<file path="src/rtl/wb_pkg.sv">
// Shared definitions for the register-file write-port arbiter.
//   DW, AW    : data and register-address widths of the register file
//   wb_req_t  : one register-file write request (destination + data)
//   REG_ZERO  : address of the hard-wired zero register, never written
package wb_pkg;

  localparam int DW = 32;
  localparam int AW = 5;

  typedef struct packed {
    logic [AW-1:0] wr;
    logic [DW-1:0] wd;
  } wb_req_t;

  localparam logic [AW-1:0] REG_ZERO = '0;

endpackage

</file>
<file path="src/rtl/wb_fifo.sv">
// Small synchronous FIFO of write requests for the multi-cycle producer.
//   clk, rst    : clock, synchronous active-high reset (empties the FIFO)
//   push, data  : enqueue data at posedge (ignored when full)
//   pop         : dequeue head at posedge (ignored when empty)
//   full, empty : status from the registered count
//   count       : number of valid entries
//   head        : oldest entry
//   entries     : raw storage, with entry_valid marking occupied slots
module wb_fifo
  import wb_pkg::*;
#(
  parameter int DEPTH = 2
) (
  input  logic                        clk,
  input  logic                        rst,
  input  logic                        push,
  input  wb_req_t                     data,
  input  logic                        pop,
  output logic                        full,
  output logic                        empty,
  output logic [$clog2(DEPTH):0]      count,
  output wb_req_t                     head,
  output wb_req_t [DEPTH-1:0]         entries,
  output logic [DEPTH-1:0]            entry_valid
);

  localparam int PW = $clog2(DEPTH);
  localparam int CW = PW + 1;

  wb_req_t [DEPTH-1:0] mem;
  logic [PW-1:0]       wr_ptr;
  logic [PW-1:0]       rd_ptr;
  logic                push_ok;
  logic                pop_ok;

  assign full    = (count == CW'(DEPTH));
  assign empty   = (count == '0);
  assign push_ok = push && !full;
  assign pop_ok  = pop && !empty;
  assign head    = mem[rd_ptr];
  assign entries = mem;

  // A slot is occupied when its distance from the read pointer (mod DEPTH)
  // is below the count; DEPTH is a power of two so the subtraction wraps.
  always_comb begin
    logic [PW-1:0] off;
    entry_valid = '0;
    for (int i = 0; i < DEPTH; i++) begin
      off            = PW'(i) - rd_ptr;
      entry_valid[i] = ({1'b0, off} < count);
    end
  end

  always_ff @(posedge clk) begin
    if (rst) begin
      wr_ptr <= '0;
      rd_ptr <= '0;
      count  <= '0;
    end else begin
      if (push_ok) begin
        mem[wr_ptr] <= data;
        wr_ptr      <= wr_ptr + PW'(1);
      end
      if (pop_ok) begin
        rd_ptr <= rd_ptr + PW'(1);
      end
      unique case ({push_ok, pop_ok})
        2'b10:   count <= count + CW'(1);
        2'b01:   count <= count - CW'(1);
        default: count <= count;
      endcase
    end
  end

endmodule

</file>
<file path="src/rtl/wb_port_arbiter.sv">
// Shares the register-file write port between the pipeline writeback (A,
// highest priority, no handshake) and a multi-cycle unit (B, valid/ready,
// buffered in wb_fifo). Requests a pipeline stall when the B head starves and
// exports a mask of registers with queued B writes for the hazard unit.
//   clk, rst                : clock, synchronous active-high reset
//   a_valid, a_wr, a_wd     : pipeline writeback request
//   b_valid, b_ready        : B handshake; a transfer happens when both are
//                             high at posedge. b_ready depends only on the
//                             registered FIFO count, never on b_valid or on a
//                             same-cycle pop.
//   b_wr, b_wd              : B request payload
//   stall_req               : hold pipeline writeback (a_valid must stay 0)
//   pend_mask               : bit r set iff a queued B entry targets r
//   rf_regwrite, rf_wr, rf_wd : register-file write port
module wb_port_arbiter
  import wb_pkg::*;
#(
  parameter int DW           = wb_pkg::DW,
  parameter int AW           = wb_pkg::AW,
  parameter int FIFO_DEPTH   = 2,
  parameter int STARVE_LIMIT = 4
) (
  input  logic              clk,
  input  logic              rst,
  input  logic              a_valid,
  input  logic [AW-1:0]     a_wr,
  input  logic [DW-1:0]     a_wd,
  input  logic              b_valid,
  output logic              b_ready,
  input  logic [AW-1:0]     b_wr,
  input  logic [DW-1:0]     b_wd,
  output logic              stall_req,
  output logic [2**AW-1:0]  pend_mask,
  output logic              rf_regwrite,
  output logic [AW-1:0]     rf_wr,
  output logic [DW-1:0]     rf_wd
);

  localparam int CW = $clog2(FIFO_DEPTH) + 1;
  localparam int SW = $clog2(STARVE_LIMIT + 1);

  logic                     fifo_full;
  logic                     fifo_empty;
  logic [CW-1:0]            fifo_count;
  wb_req_t                  fifo_head;
  wb_req_t [FIFO_DEPTH-1:0] fifo_entries;
  logic [FIFO_DEPTH-1:0]    fifo_entry_valid;
  logic                     fifo_push;
  logic                     fifo_pop;
  wb_req_t                  b_req;
  logic                     a_eff;
  logic [SW-1:0]            starve_cnt;

  assign a_eff     = a_valid && (a_wr != REG_ZERO);
  assign b_ready   = !rst && (fifo_count < CW'(FIFO_DEPTH));
  assign b_req     = '{wr: b_wr, wd: b_wd};
  // Writes to r0 complete the handshake but never occupy a slot.
  assign fifo_push = b_valid && !fifo_full && (b_wr != REG_ZERO);
  // Head leaves when it is granted, or when A overwrites the same register
  // this cycle (A's value is newer, so the queued one is stale).
  assign fifo_pop  = !rst && !fifo_empty && (!a_eff || (fifo_head.wr == a_wr));
  assign stall_req = !rst && (starve_cnt == SW'(STARVE_LIMIT));

  wb_fifo #(
    .DEPTH(FIFO_DEPTH)
  ) u_fifo (
    .clk         (clk),
    .rst         (rst),
    .push        (fifo_push),
    .data        (b_req),
    .pop         (fifo_pop),
    .full        (fifo_full),
    .empty       (fifo_empty),
    .count       (fifo_count),
    .head        (fifo_head),
    .entries     (fifo_entries),
    .entry_valid (fifo_entry_valid)
  );

  always_comb begin
    rf_regwrite = 1'b0;
    rf_wr       = '0;
    rf_wd       = '0;
    if (!rst) begin
      if (a_eff) begin
        rf_regwrite = 1'b1;
        rf_wr       = a_wr;
        rf_wd       = a_wd;
      end else if (!fifo_empty) begin
        rf_regwrite = 1'b1;
        rf_wr       = fifo_head.wr;
        rf_wd       = fifo_head.wd;
      end
    end
  end

  always_comb begin
    pend_mask = '0;
    if (!rst) begin
      for (int i = 0; i < FIFO_DEPTH; i++) begin
        if (fifo_entry_valid[i]) pend_mask[fifo_entries[i].wr] = 1'b1;
      end
    end
  end

  always_ff @(posedge clk) begin
    if (rst) begin
      starve_cnt <= '0;
    end else if (fifo_empty || fifo_pop) begin
      starve_cnt <= '0;
    end else if (starve_cnt != SW'(STARVE_LIMIT)) begin
      starve_cnt <= starve_cnt + SW'(1);
    end
  end

endmodule

</file>
<file path="config.mk">
export PLATFORM = sky130hd
export DESIGN_NAME = wb_port_arbiter
export DESIGN_NICKNAME = d
export VERILOG_FILES = /design/src/rtl/wb_pkg.sv /design/src/rtl/wb_fifo.sv /design/src/rtl/wb_port_arbiter.sv
export SDC_FILE = /design/constraint.sdc
export NUM_CORES = 1
export LEC_CHECK = 0
export ABC_AREA = 0
export BUFFER_PORTS_ARGS = -buffer_cell sky130_fd_sc_hd__buf_2
export CAP_MARGIN = 30
export CORE_MARGIN = 1.5
export CORE_UTILIZATION = 40
export DETAILED_ROUTE_END_ITERATION = 10
export GPL_TIMING_DRIVEN = 0
export MAX_ROUTING_LAYER = met4
export PLACE_DENSITY_LB_ADDON = 0.08
export REMOVE_ABC_BUFFERS = 1
export SYNTH_ARGS = -nofsm -noshare
export SYNTH_HDL_FRONTEND = slang
export SYNTH_SLANG_ARGS = --single-unit
</file>
<file path="constraint.sdc">
create_clock -name clk -period 4.9 [get_ports clk]
set_input_delay 0.245 -clock clk [delete_from_list [all_inputs] [get_ports clk]]
set_output_delay 0.245 -clock clk [all_outputs]
set_load 0.05 [all_outputs]
</file>
==> insert_results.sql <==
INSERT INTO impl_metrics (metric_group, metric, value, unit) VALUES
('status', 'status', 'finished clean', ''),
('floorplanning', 'starting_density', '0.414', ''),
('layout', 'fill_cells', '995', ''),
('layout', 'areaGrowthSynthToFinish', '26.7', '%'),
('critical_path', 'timing.critical_path.from_type', 'flop', ''),
('sta', 'postLayoutSetupSlackWorst', '2.04', 'ns'),
('sta', 'slew_violations', '0', ''),
('global_routing', 'grt_first_pass_wirelength', '15900', 'um'),
('logic_synthesis', 'synth-seq-cells', '81', ''),
('cts', 'clock_tree.buffer_depth', '2', ''),
('sta', 'tns', '0', 'ns'),
('critical_path', 'endpoint_kind', 'output pin', ''),
('logic_synthesis', 'synthesis.area', '4290', 'um2'),
('floorplanning', 'io-pin-count', '150', ''),
('routing', 'route.detailed.vias_per_inst', '5.18', ''),
('hold_path', 'worstHoldPathType', 'input pin to flop', ''),
('critical_path', 'critical_path_class', 'flop to output pin', ''),
('placement', 'detailedPlacementHpwl', '7190', 'um'),
('layout', 'drive_gt1_frac', '0.330', ''),
('cts', 'cts_root_buffer', 'sky130_fd_sc_hd__clkbuf_8', ''),
('logic_synthesis', 'post_synth_num_cell_types', '33', ''),
('critical_path', 'timing.critical_path.buf_inv', '3', ''),
('floorplanning', 'floorplan.core_area', '10400', 'um2'),
('global_routing', 'maximum_number_of_pins_on_one_net_before_global_route_repair', '49', ''),
('placement', 'place.gp.congestion', '0.747', ''),
('sta', 'transition_time_at_the_pin_with_the_least_slew_margin', '1.07', 'ns'),
('cts', 'postCtsResizedCells', '0', ''),
('cts', 'clk-insertion-delay-late', '0.34', 'ns'),
('global_routing', 'globalRouteTotalUtil', '0.182', ''),
('layout', 'non_filler_cells_final', '690', ''),
('cts', 'post_cts_repair_timing_setup_buffer_count', '0', ''),
('critical_path', 'critical_path.top_delay_family', 'simple AND/OR/NAND/NOR gates', ''),
('cts', 'cts_buffers', '9', ''),
('routing', 'vias', '3573', ''),
('sta', 'final-hold-violation-count', '0', ''),
('logic_synthesis', 'seq_area_frac_synth', '0.550', ''),
('global_routing', 'vias_in_the_first_global_route', '3298', ''),
('critical_path', 'cpPeakStageDelay', '0.84', 'ns'),
('layout', 'multi_input_comb_area', '1780', 'um2'),
('critical_path', 'worst_path_cell_with_the_longest_stage_delay', 'sky130_fd_sc_hd__nor3_1', ''),
('sta', 'relSlewSlack', '0.280', ''),
('layout', 'highest_count_cells_in_the_layout_ignoring_fill_and_taps', 'sky130_fd_sc_hd__buf_2 (151), sky130_fd_sc_hd__nor2_1 (77), sky130_fd_sc_hd__edfxtp_1 (74)', ''),
('layout', 'finalNetCount', '632', ''),
('sta', 'final.setup_skew', '0.0156', 'ns'),
('cts', 'cts-hold-fix-buffers', '0', ''),
('placement', 'placed_cells', '676', ''),
('logic_synthesis', 'syn_avg_cell_area', '10.4', 'um2'),
('pwr', 'lkg_pwr', '2.16', 'nW'),
('sta', 'grt_setup_unrepaired', 'no', ''),
('routing', 'detail-route-antenna-nets', '0', ''),
('placement', 'dpl-instance-area', '5260', 'um2'),
('routing', 'first_iter_violations', '152', ''),
('floorplanning', 'row_count', '37', ''),
('global_routing', 'antenna_found_initial', '0', ''),
('critical_path', 'cp_cell_sequence', 'buf_12 > inv_1 > a21oi_1 > nor3_1 > a22oi_1 > nor2_1 > buf_2', ''),
('global_routing', 'globalRouteOverflowTotal', '0', ''),
('logic_synthesis', 'synth_warnings', '0', ''),
('sta', 'max_freq', '0.350', 'GHz'),
('sta', 'finalCriticalPeriod', '2.86', 'ns'),
('sta', 'min_period_over_period', '0.583', ''),
('routing', 'wl_per_cell', '14.5', 'um'),
('placement', 'pre_cts_slack', '2.05', 'ns'),
('layout', 'layout.cells.most_common', 'sky130_fd_sc_hd__buf_2', ''),
('layout', 'antenna_diode_count', '0', ''),
('placement', 'port-buffer-count', '149', ''),
('job', 'maxCapViolations', '0', ''),
('floorplanning', 'die_h', '107', 'um'),
('cts', 'clock_sinks', '81', ''),
('routing', 'drt_pre_antenna_iters', '4', ''),
('critical_path', 'cp_max_fo', '31', ''),
('critical_path', 'worst_path_arrival', '2.61', 'ns');
-- power by group --
group	switching, W	internal [W]
Combinational	0.000493	0.000280
Clock	0.000225	0.000230
Sequential	0.0000548	0.000817
-- kinds of logic after synthesis --
| logic type | count (synthesis) | synth area share |
|---|---|---|
| AOI/OAI and AO/OA | 83 | 0.122 |
| xor gates and xnor gates | 9 | 0.0184 |
| adders and majority gates | 3 | 0.00875 |
| buffers and inverters | 39 | 0.0396 |
| DFF | 81 | 0.550 |
| muxes | 37 | 0.0863 |
| and+or+nand+nor | 160 | 0.175 |
-- registers in the layout, summed over array words and instances (netlist names) --
register and cells:
u_fifo.entries 74, u_fifo.wr_ptr 1, starve_cnt 3, u_fifo.rd_ptr 1
u_fifo.count 2
-- routing by layer --
layer | share of wire | track usage | vias up
met5 | 0 | - | -
met4 | 0.0087 | 0.0429 | 0
met3 | 0.064 | 0.0383 | 10
met2 | 0.48 | 0.295 | 120
met1 | 0.45 | 0.235 | 1645
li1 | - | - | 1798
-- layout make-up --
cell class	count	share of cell area
clock buffer	9	0.0228
clock inverter	5	0.0104
inverter	4	0.00276
multi-input combinational	292	0.327
sequential	81	0.435
tap	136	0.0313
timing repair buffer	163	0.171
-- stage by stage --
stage,power (W),hold WS [ns]
6_report,0.00210,0.0847
2_1_floorplan,0.00142,0.314
3_3_place_gp,0.00163,0.432
5_1_grt,0.00222,0.0630
4_1_cts,0.00212,0.0711
3_5_place_dp,0.00167,0.436
-- worst paths after layout --
kind | cells after the start | startpoint | slack (ns) | to
max | 7 | u_fifo.rd_ptr | 2.04 | pend_mask[0]
min | 1 | b_wd[20] | 0.08 | u_fifo.entries[20]
max reg2reg | 9 | u_fifo.rd_ptr | 2.07 | u_fifo.count[1]
min reg2reg | 2 | starve_cnt[2] | 0.51 | starve_cnt[1]
-- cell usage after synthesis, drive strengths merged --
master  count  area share
or3         7       0.010
a22oi      32       0.056
nor3b      10       0.019
dfxtp       7       0.033
nand2b      1      0.0015
a2111o      1      0.0026
or4         2      0.0035
mux2i      37       0.086
o21a        1      0.0017
a21oi      42       0.049
o311ai      1      0.0020
o221ai      1      0.0020
and3        3      0.0044
and3b       4      0.0082
a21o        1      0.0017
buf        11       0.015
o31a        1      0.0020
o32a        1      0.0023
nand2      14       0.012
edfxtp     74        0.52
xor2        2      0.0041
xnor2       7       0.014
inv         4      0.0035
nor2       78       0.068
o21ai       2      0.0023
clkbuf     24       0.021
nor3       40       0.047
ha          3      0.0087
nand3       1      0.0012
Note: power is estimated with default switching activity, not from simulation.
